## config.mk

```make
export PLATFORM = sky130hd
export DESIGN_NAME = led_sequencer
export DESIGN_NICKNAME = d
export VERILOG_FILES = /design/src/rtl/led_sequencer.sv
export SDC_FILE = /design/constraint.sdc
export NUM_CORES = 1
export LEC_CHECK = 0
export CAP_MARGIN = 10
export CORE_MARGIN = 3
export CORE_UTILIZATION = 55
export CTS_CLUSTER_DIAMETER = 60
export DETAILED_ROUTE_END_ITERATION = 10
export PLACE_DENSITY_LB_ADDON = 0.2
export SLEW_MARGIN = 20
export SYNTH_ARGS = -nofsm -noshare
export SYNTH_HDL_FRONTEND = slang
export SYNTH_SLANG_ARGS = --single-unit
```

## constraint.sdc

```tcl
create_clock -name clk -period 3.05 [get_ports clk]
set_input_delay 0.61 -clock clk [delete_from_list [all_inputs] [get_ports clk]]
set_output_delay 0.61 -clock clk [all_outputs]
set_load 0.05 [all_outputs]
```

## src/rtl/led_sequencer.sv

```systemverilog
// ---------------------------------------------------------------------------
// led_sequencer
//
// Owns the write port of the 8-bit system LED GPIO register. A small CPU
// register file selects one of four display modes: manual value, blink,
// bouncing scan and binary count. The sequenced modes advance the LED frame
// from a prescaled time base. Every frame load or step produces a one-cycle
// gpio_write pulse in the following cycle, carrying the new frame.
//
// Ports:
//   clk        system clock, all state changes on the rising edge
//   resetn     synchronous active-low reset
//   cpu_write  register write strobe (one cycle per access)
//   cpu_addr   0 CTRL, 1 PATTERN, 2 RATE, 3 FRAME (read-only)
//   cpu_wdata  write data
//   cpu_read   read strobe
//   cpu_rdata  combinational read data, 0 when cpu_read is low
//   gpio_write registered one-cycle write pulse to the LED register
//   gpio_wdata registered data for the LED register, tracks FRAME
// ---------------------------------------------------------------------------
module led_sequencer #(
    parameter int PRESCALE = 50000
) (
    input  logic       clk,
    input  logic       resetn,
    input  logic       cpu_write,
    input  logic [1:0] cpu_addr,
    input  logic [7:0] cpu_wdata,
    input  logic       cpu_read,
    output logic [7:0] cpu_rdata,
    output logic       gpio_write,
    output logic [7:0] gpio_wdata
);

    localparam int            PW   = (PRESCALE > 1) ? $clog2(PRESCALE) : 1;
    localparam logic [PW-1:0] PMAX = PW'(PRESCALE - 1);

    typedef enum logic [1:0] {
        MODE_MANUAL = 2'd0,
        MODE_BLINK  = 2'd1,
        MODE_SCAN   = 2'd2,
        MODE_COUNT  = 2'd3
    } mode_t;

    localparam logic [1:0] ADDR_CTRL    = 2'd0;
    localparam logic [1:0] ADDR_PATTERN = 2'd1;
    localparam logic [1:0] ADDR_RATE    = 2'd2;
    localparam logic [1:0] ADDR_FRAME   = 2'd3;

    // ctrl_reg = {run, mode[1:0]}
    logic [2:0]    ctrl_reg, ctrl_next;
    logic [7:0]    pattern_reg, pattern_next;
    logic [7:0]    rate_reg, rate_next;
    logic [7:0]    frame_reg, frame_next;
    logic          dir_reg, dir_next;          // 0 = shifting up, 1 = down
    logic [PW-1:0] presc_reg, presc_next;
    logic [7:0]    rate_cnt_reg, rate_cnt_next;
    logic          gpio_write_reg, gpio_write_next;
    logic [7:0]    gpio_wdata_reg, gpio_wdata_next;

    mode_t      cur_mode;
    mode_t      load_mode;
    logic       seq_active;
    logic       base_tick;
    logic       step;
    logic       restart;
    logic [2:0] new_ctrl;
    logic [7:0] new_pattern;

    always_comb begin
        cur_mode   = mode_t'(ctrl_reg[1:0]);
        seq_active = ctrl_reg[2] && (cur_mode != MODE_MANUAL);
        base_tick  = seq_active && (presc_reg == PMAX);
        // ">=" rather than "==" so a RATE lowered below the running count
        // still produces a step at the next base tick instead of wrapping.
        step       = base_tick && (rate_cnt_reg >= rate_reg);
        restart    = cpu_write && ((cpu_addr == ADDR_CTRL) || (cpu_addr == ADDR_PATTERN));

        // Register values as they will be after this edge; a restart loads
        // the frame from these, not from the stale contents.
        new_ctrl    = (cpu_write && cpu_addr == ADDR_CTRL)    ? cpu_wdata[2:0] : ctrl_reg;
        new_pattern = (cpu_write && cpu_addr == ADDR_PATTERN) ? cpu_wdata      : pattern_reg;
        load_mode   = mode_t'(new_ctrl[1:0]);

        ctrl_next     = new_ctrl;
        pattern_next  = new_pattern;
        rate_next     = (cpu_write && cpu_addr == ADDR_RATE) ? cpu_wdata : rate_reg;
        frame_next    = frame_reg;
        dir_next      = dir_reg;
        presc_next    = presc_reg;
        rate_cnt_next = rate_cnt_reg;

        if (restart) begin
            // A restart always wins over a coincident step.
            presc_next    = '0;
            rate_cnt_next = '0;
            case (load_mode)
                MODE_MANUAL: frame_next = new_pattern;
                MODE_BLINK:  frame_next = new_pattern;
                MODE_SCAN: begin
                    frame_next = 8'h01;
                    dir_next   = 1'b0;
                end
                MODE_COUNT:  frame_next = 8'h00;
                default:     frame_next = new_pattern;
            endcase
        end else if (!seq_active) begin
            presc_next    = '0;
            rate_cnt_next = '0;
        end else begin
            presc_next = base_tick ? '0 : presc_reg + PW'(1);
            if (base_tick) begin
                rate_cnt_next = step ? 8'd0 : rate_cnt_reg + 8'd1;
            end
            if (step) begin
                case (cur_mode)
                    MODE_BLINK: frame_next = (frame_reg != 8'h00) ? 8'h00 : pattern_reg;
                    MODE_SCAN: begin
                        if (!dir_reg) begin
                            if (frame_reg == 8'h80) begin
                                frame_next = 8'h40;
                                dir_next   = 1'b1;
                            end else begin
                                frame_next = frame_reg << 1;
                            end
                        end else begin
                            if (frame_reg == 8'h01) begin
                                frame_next = 8'h02;
                                dir_next   = 1'b0;
                            end else begin
                                frame_next = frame_reg >> 1;
                            end
                        end
                    end
                    MODE_COUNT: frame_next = frame_reg + 8'd1;
                    default:    frame_next = frame_reg;
                endcase
            end
        end

        gpio_write_next = restart || step;
        gpio_wdata_next = frame_next;
    end

    always_ff @(posedge clk) begin
        if (!resetn) begin
            ctrl_reg       <= '0;
            pattern_reg    <= '0;
            rate_reg       <= '0;
            frame_reg      <= '0;
            dir_reg        <= 1'b0;
            presc_reg      <= '0;
            rate_cnt_reg   <= '0;
            gpio_write_reg <= 1'b0;
            gpio_wdata_reg <= '0;
        end else begin
            ctrl_reg       <= ctrl_next;
            pattern_reg    <= pattern_next;
            rate_reg       <= rate_next;
            frame_reg      <= frame_next;
            dir_reg        <= dir_next;
            presc_reg      <= presc_next;
            rate_cnt_reg   <= rate_cnt_next;
            gpio_write_reg <= gpio_write_next;
            gpio_wdata_reg <= gpio_wdata_next;
        end
    end

    always_comb begin
        cpu_rdata = 8'h00;
        if (cpu_read) begin
            case (cpu_addr)
                ADDR_CTRL:    cpu_rdata = {5'b00000, ctrl_reg};
                ADDR_PATTERN: cpu_rdata = pattern_reg;
                ADDR_RATE:    cpu_rdata = rate_reg;
                ADDR_FRAME:   cpu_rdata = frame_reg;
                default:      cpu_rdata = 8'h00;
            endcase
        end
    end

    assign gpio_write = gpio_write_reg;
    assign gpio_wdata = gpio_wdata_reg;

endmodule

```

# Yosys cells after proc, flatten, opt, wreduce, memory -nomap -nowiden
# Cells that the tools add are included.
[classes]
addsub = 3
mul = 0
div_mod_pow = 0
n_bitwise = 2
reduce_logical = 22
order_cmp = 1
eq_ne = 13
n_mux = 22
n_shift = 0
[op_table]
columns = ["cell", "n"]
rows = [
  ["two-way mux 8 bit", 9],
  ["one-hot mux 8 bit (3 select lines)", 2],
  ["one-hot mux 8 bit (4 select lines)", 1],
  ["adder 16 x 1 -> 16 bit, second input constant", 1],
  ["adder 8 x 1 -> 8 bit, second input constant", 2],
  ["equality test 16 bit, second input constant", 1],
  ["equality test 2 bit, second input constant", 6],
  ["equality test 8 x 1 -> 1 bit, second input constant", 1],
  ["equality test 8 bit, second input constant", 1],
  [">= comparator 8 bit", 1],
  ["two-way mux 1 bit", 8],
  ["nonzero test 2 bit", 4],
  ["nonzero test 8 bit", 1],
  ["logical AND 1 bit", 7],
  ["two-way mux 7 bit", 1],
  ["equality test 2 x 1 -> 1 bit, second input constant", 3],
  ["logical NOT 2 bit", 2],
  ["AND reduction 4 bit", 1],
  ["nonzero test 4 bit", 1],
  ["OR reduction 4 bit", 1],
  ["AND reduction 3 bit", 1],
  ["OR reduction 3 bit", 1],
  ["logical OR 1 bit", 2],
  ["two-way mux 2 bit", 1],
  ["other kinds (3)", 4],
]
[totals]
n_memories = 0
latch_bits = 0
wordCells = 72
ramBits = 0
mem_bits_ro = 0
input_bits = 14
reg_bits = 53

# Longest topological paths before layout
[logic_depth]
depth_word = 7
ltp_mapped = 9
depth_no_buf = 8

# Least setup slack after synthesis
# No wires, ideal clock.
[synth_path]
kind = "input -> output"
from = "input cpu_addr[0]"
to = "output cpu_rdata[5]"
t_required_ns = 2.440
path_slack_ns = 0.340
t_arrival_ns = 2.100
path_buffers = 2
cell_stages = 6
path_cell_list = "clkbuf_1 -> clkbuf_1 -> nand2_1 -> o21ai_0 -> a22oi_1 -> nor2b_1"
[synth_between]
elab_chain_len = 3
word_cells_on_any_way = 6
[synth_rtl]
columns = ["item", "line", "text"]
rows = [
  ["start: declaration", "27", "input logic [1:0] cpu_addr,"],
  ["equality test 2 bit, or another cell as far along", "172", "case (cpu_addr)"],
  ["one-hot mux 8 bit (4 select lines) *", "172", ""],
  ["two-way mux 8 bit *", "171", "if (cpu_read) begin"],
  ["end: declaration", "30", "output logic [7:0] cpu_rdata,"],
]
# Mark *: on every way between the ends. The rest lies on a longest branch, timed or not.

# Worst setup path after layout
[layout_path]
from = "input cpu_addr[1]"
to = "output cpu_rdata[3]"
# Same word-level chain as after synthesis.

==> impl_metrics.ini <==
[cells_and_area]
largest_reg_flops = 16
drive_gt1_frac = 0.0983
stdcell_area_mm2 = 0.00371
n_antenna_cell = 0
layout.nets = 433
final_cells = 479
syn2layout_area_growth_pct = 16.2

[setup_path]
worst_setup_path_start_kind = primary input
path_max_fanout = 8
arrival_ps = 2200
required_ps = 2440
cp-end-kind = primary output
worstSetupPathType = primary input to primary output

[floorplanning]
fp-row-count = 27
die_w_um = 82.2
ioPinCount = 31
initial_utilization = 0.572
die_height_um = 82.2
die_area_mm2 = 0.00675
coreArea_mm2 = 0.00557

[logic_synthesis]
synth_cell_types = 52
ys_ff_latch = 53
synth_area_mm2 = 0.00319
synth_edf_count = 0
synth_area_per_cell_um2 = 8.35
async_flop_share = 0
yosysSeqAreaShare = 0.333
ys_warn_count = 0
synth_fp_nets = 409
syn-instance-count = 382
synth_ff_type = dfxtp_1

[global_routing]
grt_start_max_net_pins = 33
grt_overflow_total = 0
grt_usage = 0.256
antenna_found_initial = 0
grt_pass1_wl_mm = 13.3
grt_pass1_vias = 2648

[routing]
dr.pass1.iters = 5
ant_nets = 0
dr.first_iter.drc_count = 311
routedWlPerCell_um = 16.6
vias_per_cell = 6.08
drc = 0
totalWireLength_mm = 7.96
num_vias = 2912

[timing]
slew_headroom = 0.578
setup_viol = 0
finalMaxSlewViolations = 0
hold_ws_ps = 485
finClkSkew_ps = 10.2
worst_pin_slew_ps = 630
period_needed_ps = 2810
max_freq_ghz = 0.356
fin_setup_tns_ps = 0
fin_crit_sh = 0.921
rsz0062_at_grt = no
hold_viol_final = 0

[pwr]
p_total_mw = 1.39
irDropWorstVdd_v = 0.000191
p_per_area_mw_per_mm2 = 374
p_leak_nw = 1.36

[place]
placed_cells = 471
post_dp_cell_area_mm2 = 0.00361
gp_congestion = 0.907
numPortBuffers = 30
dp_hpwl_mm = 5.90

[clocking]
path_clk_slew_ps = 110
clock_path_buffers = 2
hold_buffers = 0
root_buffer = clkbuf_8
cts_resized = 0
clock_latency_ps = 320
cts_buffers = 5
post_cts_buffers = 0
clkSinkCount = 53
cts_tree = built
h-tree-depth = 2

[run]
maxCapViolCount = 0

[run_status]
status = complete, no violations

[hold_path]
holdCritPathClass = flip-flop to flip-flop
## critical path, stage by stage
cell             delay [ps]
clkdlybuf4s50_1         510
buf_4                   210
nor2b_1                 290
a22oi_1                 150
nor2b_1                 240
buf_12                  170
## power breakdown
group | switching, mW | internal (mW)
sequential | 0.0271 | 0.707
clock | 0.257 | 0.168
combinational | 0.130 | 0.0989
## path summary, 6_finish.rpt
| check | startpoint | endpoint | cells after the start | slack, ps |
|---|---|---|---|---|
| max reg2reg | rate_reg[7] | gpio_wdata[7] | 8 | 700 |
| min | presc_reg[0] | presc_reg[0] | 1 | 490 |
| max | cpu_addr[1] | cpu_rdata[3] | 6 | 240 |
| min reg2reg | presc_reg[0] | presc_reg[0] | 1 | 490 |
## metrics by stage
stage / utilization / setup slack [ps]
final: 0.665 / 242
after global routing: 0.665 / 92.5
after CTS: 0.665 / 245
after detailed placement: 0.648 / 256
after global placement: 0.648 / 301
after floorplan: - / 340
## area by class of cell
type	instances	area, um^2
clock buffer	5	68.8
clock inverter	3	26.3
fill	506	1870
inverter	13	48.8
multi-input combinational	295	2000
sequential	53	1060
tap	72	90.1
timing repair buffer	38	415
## metal layers
layer / track usage / wire length (um) / vias to the layer above / part of all wire
met1: 0.347 / 3570 / 1384 / 0.45
met4: 0.0880 / 215 / 0 / 0.027
li1: - / - / 1399 / -
met5: 0 / 0 / - / 0
met2: 0.414 / 3680 / 109 / 0.46
met3: 0.0390 / 485 / 20 / 0.061
## synth_stat cells, drive strengths merged, types with 3 or more instances
cell type / number / area, um^2
a21oi: 13 / 65.1
a221o: 6 / 60.1
mux2i: 14 / 140
nand2b: 4 / 25.0
clkbuf: 17 / 63.8
mux2: 3 / 33.8
or3: 3 / 23.8
a21boi: 11 / 82.6
dfxtp: 53 / 1060
nand3: 19 / 95.1
nor2: 36 / 135
ha: 13 / 163
nor3: 4 / 20.0
nand2: 37 / 139
and2: 6 / 37.5
xnor2: 10 / 87.6
and3: 13 / 81.3
inv: 13 / 48.8
a22oi: 7 / 52.6
mux4: 3 / 67.6
nand4: 4 / 25.0
xor2: 15 / 131
nor2b: 19 / 119
o21ai: 24 / 120
buf: 4 / 20.0
## layout by cell type (no fill, tap or decap), types with 3 or more instances in the layout
master,n
xor2_1,15
buf_12,6
mux2_2,3
a221o_1,6
a21oi_1,13
o21ai_0,23
inv_1,13
clkdlybuf4s50_1,22
and2_1,6
mux2i_1,14
dfxtp_1,53
nor2b_1,19
a21boi_0,10
buf_4,10
xnor2_1,10
clkbuf_8,5
nand3_1,19
nand2_1,37
ha_1,13
nand4_1,4
nor2_1,36
nor3_1,4
mux4_2,3
and3_1,13
nand2b_1,4
a22oi_1,7
## cell families after synthesis
family | Yosys count | share of synthesized area
AND/OR/NAND/NOR | 156 | 0.258
AO/OA/AOI/OAI | 81 | 0.172
flip-flops | 53 | 0.333
buffers and inverters | 34 | 0.0416
XOR/XNOR | 25 | 0.0686
multiplexers | 20 | 0.0757
adder cells (fa/ha/maj) | 13 | 0.0510
Power figures use the tool's default switching activity.
